--- src/rtl/mp_add_sequencer.sv ---
// -----------------------------------------------------------------------------
// mp_add_sequencer
//   Multi-precision add/subtract sequencer. Operand word pairs arrive least
//   significant word first over a valid/ready stream. Each word goes through
//   one 18-bit prefix adder. The carry-out of each word is chained into the
//   carry-in of the next word. Each sum word is registered and streamed out
//   over a single-entry valid/ready pipeline stage.
//
//   Subtraction is computed as A + ~B + 1. The +1 enters as the carry-in of
//   the LS word, so on the MS word out_cout = 1 means "no borrow".
//
// Ports
//   clk, rst_n                  clock, asynchronous active-low reset
//   in_valid/in_ready           operand beat handshake
//   in_a, in_b                  operand words
//   in_first, in_last, in_sub   framing and mode (in_sub is sampled on the first beat only)
//   out_valid/out_ready         result beat handshake
//   out_sum, out_idx            result word and its word index
//   out_last, out_cout          MS-word marker and the final carry
//   err                         sticky protocol error, cleared only by reset
// -----------------------------------------------------------------------------

// Kogge-Stone prefix adder with a carry-in.
module mp_prefix_add #(
  parameter int W = 18
) (
  input  logic [W-1:0] a_i,
  input  logic [W-1:0] b_i,
  input  logic         cin_i,
  output logic [W-1:0] sum_o,
  output logic         cout_o
);
  logic [W-1:0] p, gg, pp;

  // NOTE: every combinational output gets a value on every path before any
  // conditional update. This keeps synthesis from inferring a latch.
  always_comb begin
    p      = a_i ^ b_i;
    gg     = a_i & b_i;
    // Fold the carry-in into bit 0 so the prefix tree sees it as a generate.
    gg[0]  = gg[0] | (p[0] & cin_i);
    pp     = p;
    for (int d = 1; d < W; d = d * 2) begin
      // Walk downward so that index i-d still holds the previous level's value.
      for (int i = W - 1; i >= d; i--) begin
        gg[i] = gg[i] | (pp[i] & gg[i-d]);
        pp[i] = pp[i] & pp[i-d];
      end
    end
    sum_o  = p ^ {gg[W-2:0], cin_i};
    cout_o = gg[W-1];
  end
endmodule

module mp_add_sequencer #(
  parameter  int WIDTH     = 18,   // fixed to the adder width
  parameter  int MAX_WORDS = 16,
  localparam int IDX_W     = $clog2(MAX_WORDS)
) (
  input  logic             clk,
  input  logic             rst_n,
  input  logic             in_valid,
  output logic             in_ready,
  input  logic [WIDTH-1:0] in_a,
  input  logic [WIDTH-1:0] in_b,
  input  logic             in_first,
  input  logic             in_last,
  input  logic             in_sub,
  output logic             out_valid,
  input  logic             out_ready,
  output logic [WIDTH-1:0] out_sum,
  output logic [IDX_W-1:0] out_idx,
  output logic             out_last,
  output logic             out_cout,
  output logic             err
);
  typedef enum logic {IDLE = 1'b0, BUSY = 1'b1} state_e;

  state_e             state_q, state_d;
  logic               carry_q, carry_d;
  logic               sub_q, sub_d;
  logic [IDX_W-1:0]   cnt_q, cnt_d;
  logic               out_valid_q, out_valid_d;
  logic [WIDTH-1:0]   out_sum_q, out_sum_d;
  logic [IDX_W-1:0]   out_idx_q, out_idx_d;
  logic               out_last_q, out_last_d;
  logic               out_cout_q, out_cout_d;
  logic               err_q, err_d;

  logic               accept, start, mode, cin;
  logic [WIDTH-1:0]   b_op, sum;
  logic               cout;

  // The output register is the only storage, so a new beat can enter
  // whenever that register is empty or is being drained this cycle.
  assign in_ready = !out_valid_q || out_ready;
  assign accept   = in_valid && in_ready;
  // In IDLE every beat starts a new operand, even if in_first is low.
  // in_first in BUSY abandons the current operand.
  assign start    = (state_q == IDLE) || in_first;
  assign mode     = start ? in_sub : sub_q;
  assign b_op     = mode ? ~in_b : in_b;
  assign cin      = start ? mode : carry_q;

  mp_prefix_add #(.W(WIDTH)) u_add (
    .a_i   (in_a),
    .b_i   (b_op),
    .cin_i (cin),
    .sum_o (sum),
    .cout_o(cout)
  );

  always_comb begin
    state_d     = state_q;
    carry_d     = carry_q;
    sub_d       = sub_q;
    cnt_d       = cnt_q;
    out_valid_d = out_valid_q;
    out_sum_d   = out_sum_q;
    out_idx_d   = out_idx_q;
    out_last_d  = out_last_q;
    out_cout_d  = out_cout_q;
    err_d       = err_q;

    if (accept) begin
      out_valid_d = 1'b1;
      out_sum_d   = sum;
      carry_d     = cout;
      out_last_d  = in_last;
      out_cout_d  = in_last ? cout : 1'b0;
      if (start) begin
        sub_d     = in_sub;
        out_idx_d = '0;
        // A missing in_first in IDLE and an early in_first in BUSY are both errors.
        if ((state_q == IDLE) != in_first) err_d = 1'b1;
        if (in_last) begin
          state_d = IDLE;
        end else begin
          cnt_d   = IDX_W'(1);
          state_d = BUSY;
        end
      end else begin
        out_idx_d = cnt_q;
        if (in_last) begin
          state_d = IDLE;
        end else if (cnt_q == IDX_W'(MAX_WORDS - 1)) begin
          // The operand is too long. cnt saturates and carry chaining continues.
          err_d = 1'b1;
        end else begin
          cnt_d = cnt_q + IDX_W'(1);
        end
      end
    end else if (out_ready) begin
      out_valid_d = 1'b0;
    end
  end

  // NOTE: state registers use non-blocking assignments, so every flop
  // samples its _d value from before the clock edge.
  always_ff @(posedge clk or negedge rst_n) begin
    if (!rst_n) begin
      state_q     <= IDLE;
      carry_q     <= 1'b0;
      sub_q       <= 1'b0;
      cnt_q       <= '0;
      out_valid_q <= 1'b0;
      out_sum_q   <= '0;
      out_idx_q   <= '0;
      out_last_q  <= 1'b0;
      out_cout_q  <= 1'b0;
      err_q       <= 1'b0;
    end else begin
      state_q     <= state_d;
      carry_q     <= carry_d;
      sub_q       <= sub_d;
      cnt_q       <= cnt_d;
      out_valid_q <= out_valid_d;
      out_sum_q   <= out_sum_d;
      out_idx_q   <= out_idx_d;
      out_last_q  <= out_last_d;
      out_cout_q  <= out_cout_d;
      err_q       <= err_d;
    end
  end

  assign out_valid = out_valid_q;
  assign out_sum   = out_sum_q;
  assign out_idx   = out_idx_q;
  assign out_last  = out_last_q;
  assign out_cout  = out_cout_q;
  assign err       = err_q;
endmodule
--- config.mk ---
export PLATFORM = sky130hd
export DESIGN_NAME = mp_add_sequencer
export DESIGN_NICKNAME = d
export VERILOG_FILES = /design/src/rtl/mp_add_sequencer.sv
export SDC_FILE = /design/constraint.sdc
export NUM_CORES = 1
export LEC_CHECK = 0
export BUFFER_PORTS_ARGS = -buffer_cell sky130_fd_sc_hd__buf_2
export CAP_MARGIN = 40
export CORE_UTILIZATION = 48
export CTS_CLUSTER_DIAMETER = 80
export DETAILED_ROUTE_END_ITERATION = 12
export PLACE_DENSITY_LB_ADDON = 0.12
export SKIP_LAST_GASP = 1
export SYNTH_ARGS = -nofsm -noshare
export SYNTH_HDL_FRONTEND = slang
export SYNTH_SLANG_ARGS = --single-unit
--- constraint.sdc ---
create_clock -name clk -period 4.96 [get_ports clk]
set_input_delay 0.248 -clock clk [delete_from_list [all_inputs] [get_ports clk]]
set_output_delay 0.248 -clock clk [all_outputs]
set_load 0.02 [all_outputs]
## Word-level counts from Yosys, hierarchy flattened

Cells that the tools add are included.

| word-level totals | value |
|---|---|
| flip-flop bits (word level) | 33 |
| bits of input ports | 43 |
| output and inout port bits | 27 |

| cells by class | value |
|---|---|
| mux-type cells | 18 |
| $add $sub $neg | 1 |
| bitwise gates (word level) | 168 |
| equality and inequality tests | 5 |
| reduce and logical (&&, ||, !) cells | 10 |

Operators with widths:

| kind | number |
|---|---|
| bitwise AND 1 bit | 102 |
| bitwise OR 1 bit | 60 |
| bitwise XOR 18 bit | 2 |
| 2-to-1 mux 4 bit | 5 |
| bitwise AND 18 bit | 1 |
| 2-to-1 mux 18 bit | 1 |
| inverter 18 bit | 1 |
| 2-to-1 mux 1 bit | 12 |
| nonzero test 2 bit | 3 |
| adder 4 x 1 -> 4 bit (second input constant) | 1 |
| == test 4 bit (second input constant) | 1 |
| != test 2 x 1 -> 1 bit (second input constant) | 2 |
| AND reduction 4 bit | 1 |
| AND reduction 3 bit | 1 |
| logical OR 1 bit | 2 |
| != test 2 bit (second input constant) | 1 |
| inverter 1 bit | 2 |
| AND reduction 2 bit | 1 |
| logical AND 1 bit | 1 |
| logical NOT 1 bit | 1 |
| != test 1 bit | 1 |

## Longest topological paths before layout

| depth | value |
|---|---|
| depth in word-level cells | 16 |
| mapped depth | 14 |

## Hierarchy

From an unflattened synthesis, not the netlist that was laid out.

| second synthesis, totals | value |
|---|---|
| cell total of the unflattened synthesis | 225 |
| area, all modules | 2469.9 sq um |

By module, submodules not included:

| module | area each (sq um) | seq. area each (sq um) | cells each | times used |
|---|---|---|---|---|
| mp_add_sequencer | 1642.8 | 825.8 | 125 | 1 |
| mp_prefix_add | 827.0 | 0.0 | 100 | 1 |

## Worst setup path after synthesis

No wires, ideal clock.

| timing path | value |
|---|---|
| path type | register to register |
| from | register state_q |
| to | register out_sum_q[16], in the netlist out_sum[16] |
| library setup time | 0.131 ns |
| buffers on the path | 1 |
| stages on the path, launching flop included | 14 |
| path slack | 1.494 ns |
| clock period less this slack | 3.466 ns |
| arrival | 3.334 ns |
| cells stage by stage | dfrtp_1 ha_1 mux2i_1 buf_1 xnor2_1 fa_1 inv_1 fa_1 and2b_1 o31a_4 o31ai_2 o41a_1 and4_1 or3_1 |

| on the way | value |
|---|---|
| longest elaborated chain between the ends | 16 |
| elaborated cells between the ends (all ways) | 51 |
| classes of those cells | mux: 3; bitwise: 47; reduce/logical: 1 |

Ends and longest elaborated chain:

| item | line | text |
|---|---|---|
| from (decl) | 79 | `state_e state_q, state_d;` |
| from (signal assigned) | 173 | `state_q <= state_d;` |
| inverter 1 bit (*) | 100 | `assign start = (state_q == IDLE) \|\| in_first;` |
| logical OR 1 bit (*) | 100 |  |
| 2-to-1 mux 1 bit | -- |  |
| 2-to-1 mux 18 bit | 102 | `assign b_op = mode ? ~in_b : in_b;` |
| bitwise XOR 18 bit | 38 | `p = a_i ^ b_i;` |
| bitwise AND 1 bit | 41 | `gg[0] = gg[0] \| (p[0] & cin_i);` |
| bitwise OR 1 bit | 41 |  |
| bitwise AND 1 bit | 46 | `gg[i] = gg[i] \| (pp[i] & gg[i-d]);` |
| bitwise OR 1 bit | 46 |  |
| bitwise AND 1 bit | 46 |  |
| bitwise OR 1 bit | 46 |  |
| bitwise AND 1 bit | 46 |  |
| bitwise OR 1 bit | 46 |  |
| bitwise AND 1 bit | 46 |  |
| bitwise OR 1 bit | 46 |  |
| bitwise XOR 18 bit (*) | 50 | `sum_o = p ^ {gg[W-2:0], cin_i};` |
| to (signal assigned) | 178 | `out_sum_q <= out_sum_d;` |
| to (decl) | 84 | `logic [WIDTH-1:0] out_sum_q, out_sum_d;` |

Mark *: on every way between the ends. The rest lies on a longest branch, timed or not.
A chain may end at the register's enable or synchronous reset.

## Worst setup path after layout

Ends and elaborated chain as after synthesis.

==> results.py <==
metrics = {
    "status": {
        "outcome": "complete, no violations",
    },
    "power": {
        "leakage_nw": 1.39,
        "swShare": 0.425,
        "p_switching_w": 0.000505,
        "ir_worst_vdd_mv": 0.208,
        "p_clk_frac": 0.166,
        "p_per_area_nw_per_um2": 409,
        "internal_power_w": 0.000685,
        "comb_power_share": 0.504,
        "seqPwrFrac": 0.330,
        "p_total_w": 0.00119,
    },
    "run": {
        "maxCapViolCount": 0,
    },
    "critical_path": {
        "start_kind": "flop",
        "arrival_ps": 4180,
        "timing.rr.start": "state_q$_DFFE_PN0P_",
        "critPathLaunch": "state_q$_DFFE_PN0P_",
        "end_kind": "flop",
        "cp.required_ps": 5120,
        "worstPathMaxFanout": 14,
        "worstSetupPathType": "flop to flop",
    },
    "grt": {
        "grt_pass1_wl_mm": 9.46,
        "grt_pass1_vias": 2042,
        "grt-ovfl-total": 0,
        "antenna_found_initial": 0,
        "track_usage": 0.229,
        "grt_max_degree": 34,
    },
    "route": {
        "dr_total_vias": 2258,
        "detail-route-antenna-nets": 0,
        "totalWireLength_mm": 5.60,
        "dr.pass1.iters": 5,
        "initialDrtViolationCount": 103,
        "wl_per_cell_um": 13.5,
        "vias_per_cell": 5.45,
        "drcViolationCount": 0,
    },
    "synthesis": {
        "synth-main-ff-cell": "dfrtp_1",
        "yosys.area.top_type": "dfrtp_1",
        "synth_enable_flop_cells": 0,
        "ys_ff_latch": 33,
        "syn_nets": 343,
        "yosysUniqueCellTypes": 48,
        "synth_top_area_share": 0.343,
        "ys_seq_area_frac": 0.343,
        "synthArstFlopShare": 1.00,
        "syn_area_um2": 2410,
        "yosysMostFrequentCell": "nand2_1",
        "synth.avg_cell_area_um2": 8.64,
        "yosys-top-cells-count": "nand2_1, dfrtp_1, o21ai_0",
        "synth_area_leaders": "dfrtp_1, ha_1, nand2_1",
        "ys_warn_count": 0,
        "syn_inst": 279,
    },
    "layout": {
        "nFillCells": 458,
        "antenna_cells": 0,
        "fin_area_um2": 2910,
        "final_util": 0.608,
        "drive_gt1_frac": 0.256,
        "area_growth_pct": 20.7,
        "fin_nets": 410,
    },
    "floorplanning": {
        "start_util": 0.504,
        "ios": 70,
        "die_h_um": 72.9,
        "core_area_um2": 4790,
        "dieArea_um2": 5310,
        "fp.dieW_um": 72.9,
        "rows": 25,
    },
    "placement": {
        "post_dp_cell_area_um2": 2830,
        "place_hpwl_mm": 4.28,
        "io_buffers": 69,
        "gp_routability_congestion": 0.841,
    },
    "clocking": {
        "htree_levels": 2,
        "cts_buffers": 5,
        "cts_setup_buffers": 0,
        "clkTransAtPathRegs_ps": 70,
        "cts_resized": 0,
        "postCtsHoldBufs": 0,
        "clock-root-buffer": "clkbuf_8",
        "cts_max_path_buffers": 2,
        "clock-sinks": 33,
        "worstSkewPairLatency_ps": 280,
        "cts_tree": "built",
    },
    "timing": {
        "setup_viol": 0,
        "final-hold-violation-count": 0,
        "tightest_slew_ps": 872,
        "max_slew_margin": 0.418,
        "tns_ps": 0,
        "max_freq_ghz": 0.249,
        "finalClockSkew_ps": 8.03,
        "rsz0062_at_grt": "false",
        "final_max_slew_viol_count": 0,
        "final.min_clock_period_ps": 4020,
        "period_share": 0.811,
    },
    "hold_path": {
        "hp-class": "primary input to asynchronous set/reset pin",
    },
}
-- sequential cells by signal (all words and copies together), names as in the netlist --
register   cells
out_cout       1
state_q        1
sub_q          1
out_valid      1
carry_q        1
err            1
cnt_q          4
out_sum       18
out_last       1
out_idx        4
-- cell usage in the layout (no fill, tap or decap), drive strengths merged, types with 3 or more instances in the layout --
| master | count |
|---|---|
| clkbuf | 6 |
| a21o | 3 |
| xor2 | 7 |
| o211ai | 4 |
| nand3 | 5 |
| mux2 | 3 |
| ha | 19 |
| o21ai | 29 |
| buf | 72 |
| nand2 | 49 |
| dfrtp | 33 |
| a21oi | 22 |
| o21bai | 4 |
| nand4 | 6 |
| xnor2 | 20 |
| o21a | 4 |
| inv | 12 |
| nor2 | 11 |
-- area by class of cell --
| cell class | count | area, µm² | share of cell area |
|---|---|---|---|
| Multi-Input combinational cell | 222 | 1500 | 0.514 |
| Sequential cell | 33 | 826 | 0.284 |
| Timing Repair Buffer | 72 | 375 | 0.129 |
| Tap cell | 67 | 83.8 | 0.0288 |
| Clock buffer | 6 | 72.6 | 0.0249 |
| Inverter | 12 | 45.0 | 0.0155 |
| Clock inverter | 2 | 10.0 | 0.00344 |
-- worst max-delay path: stages (launching register included) --
cell and delay, ps:
dfrtp_1 350, ha_1 420, mux2i_2 570, buf_4 360
xnor2_1 180, inv_1 90, fa_1 440, and2b_1 240
o31a_4 150, o31ai_2 60, o41a_1 450, and4_1 220
or3_1 370
-- routing by layer --
| metal | part of all wire | GRT usage |
|---|---|---|
| met1 | 0.45 | 0.304 |
| met5 | 0 | 0 |
| met2 | 0.49 | 0.391 |
| met4 | 0.0046 | 0.0436 |
| met3 | 0.056 | 0.0428 |
-- power groups by stage --
stage	clock, W	sequential, W	combinational (W)
after floorplan	0	0.000473	0.000347
after detailed placement	0	0.000398	0.000598
after global routing	0.000215	0.000403	0.000671
after CTS	0.000206	0.000393	0.000601
final	0.000197	0.000393	0.000600
after global placement	0	0.000397	0.000586
-- path summary, 6_finish.rpt --
check	slack [ps]	cells after the start	endpoint
max	940	12	out_sum[16]$_DFFE_PN0P_
min	30	1	out_sum[13]$_DFFE_PN0P_
max reg2reg	940	12	out_sum[16]$_DFFE_PN0P_
min reg2reg	470	1	err$_DFFE_PN0P_
max in group asynchronous	4450	1	out_sum[6]$_DFFE_PN0P_
min in group clk	180	2	out_valid$_DFFE_PN0P_
-- kinds of logic (layout without fill, tap and decap cells) --
family / after synthesis / in the layout / synth area share
buf+inv: 24 / 92 / 0.0379
mux: 4 / 4 / 0.0182
fa+ha+maj: 21 / 21 / 0.115
simple gates: 86 / 86 / 0.164
compound gates: 84 / 84 / 0.224
flops: 33 / 33 / 0.343
xor+xnor: 27 / 27 / 0.0981
-- per-stage QoR --
step	instances	setup slack [ps]	hold slack [ps]
after floorplan	279	1490	-47.6
after global routing	414	703	96.7
after global placement	405	1010	359
after CTS	414	908	50.5
final	414	938	31.3
after detailed placement	406	883	362
(Power assumes the default switching activity.)
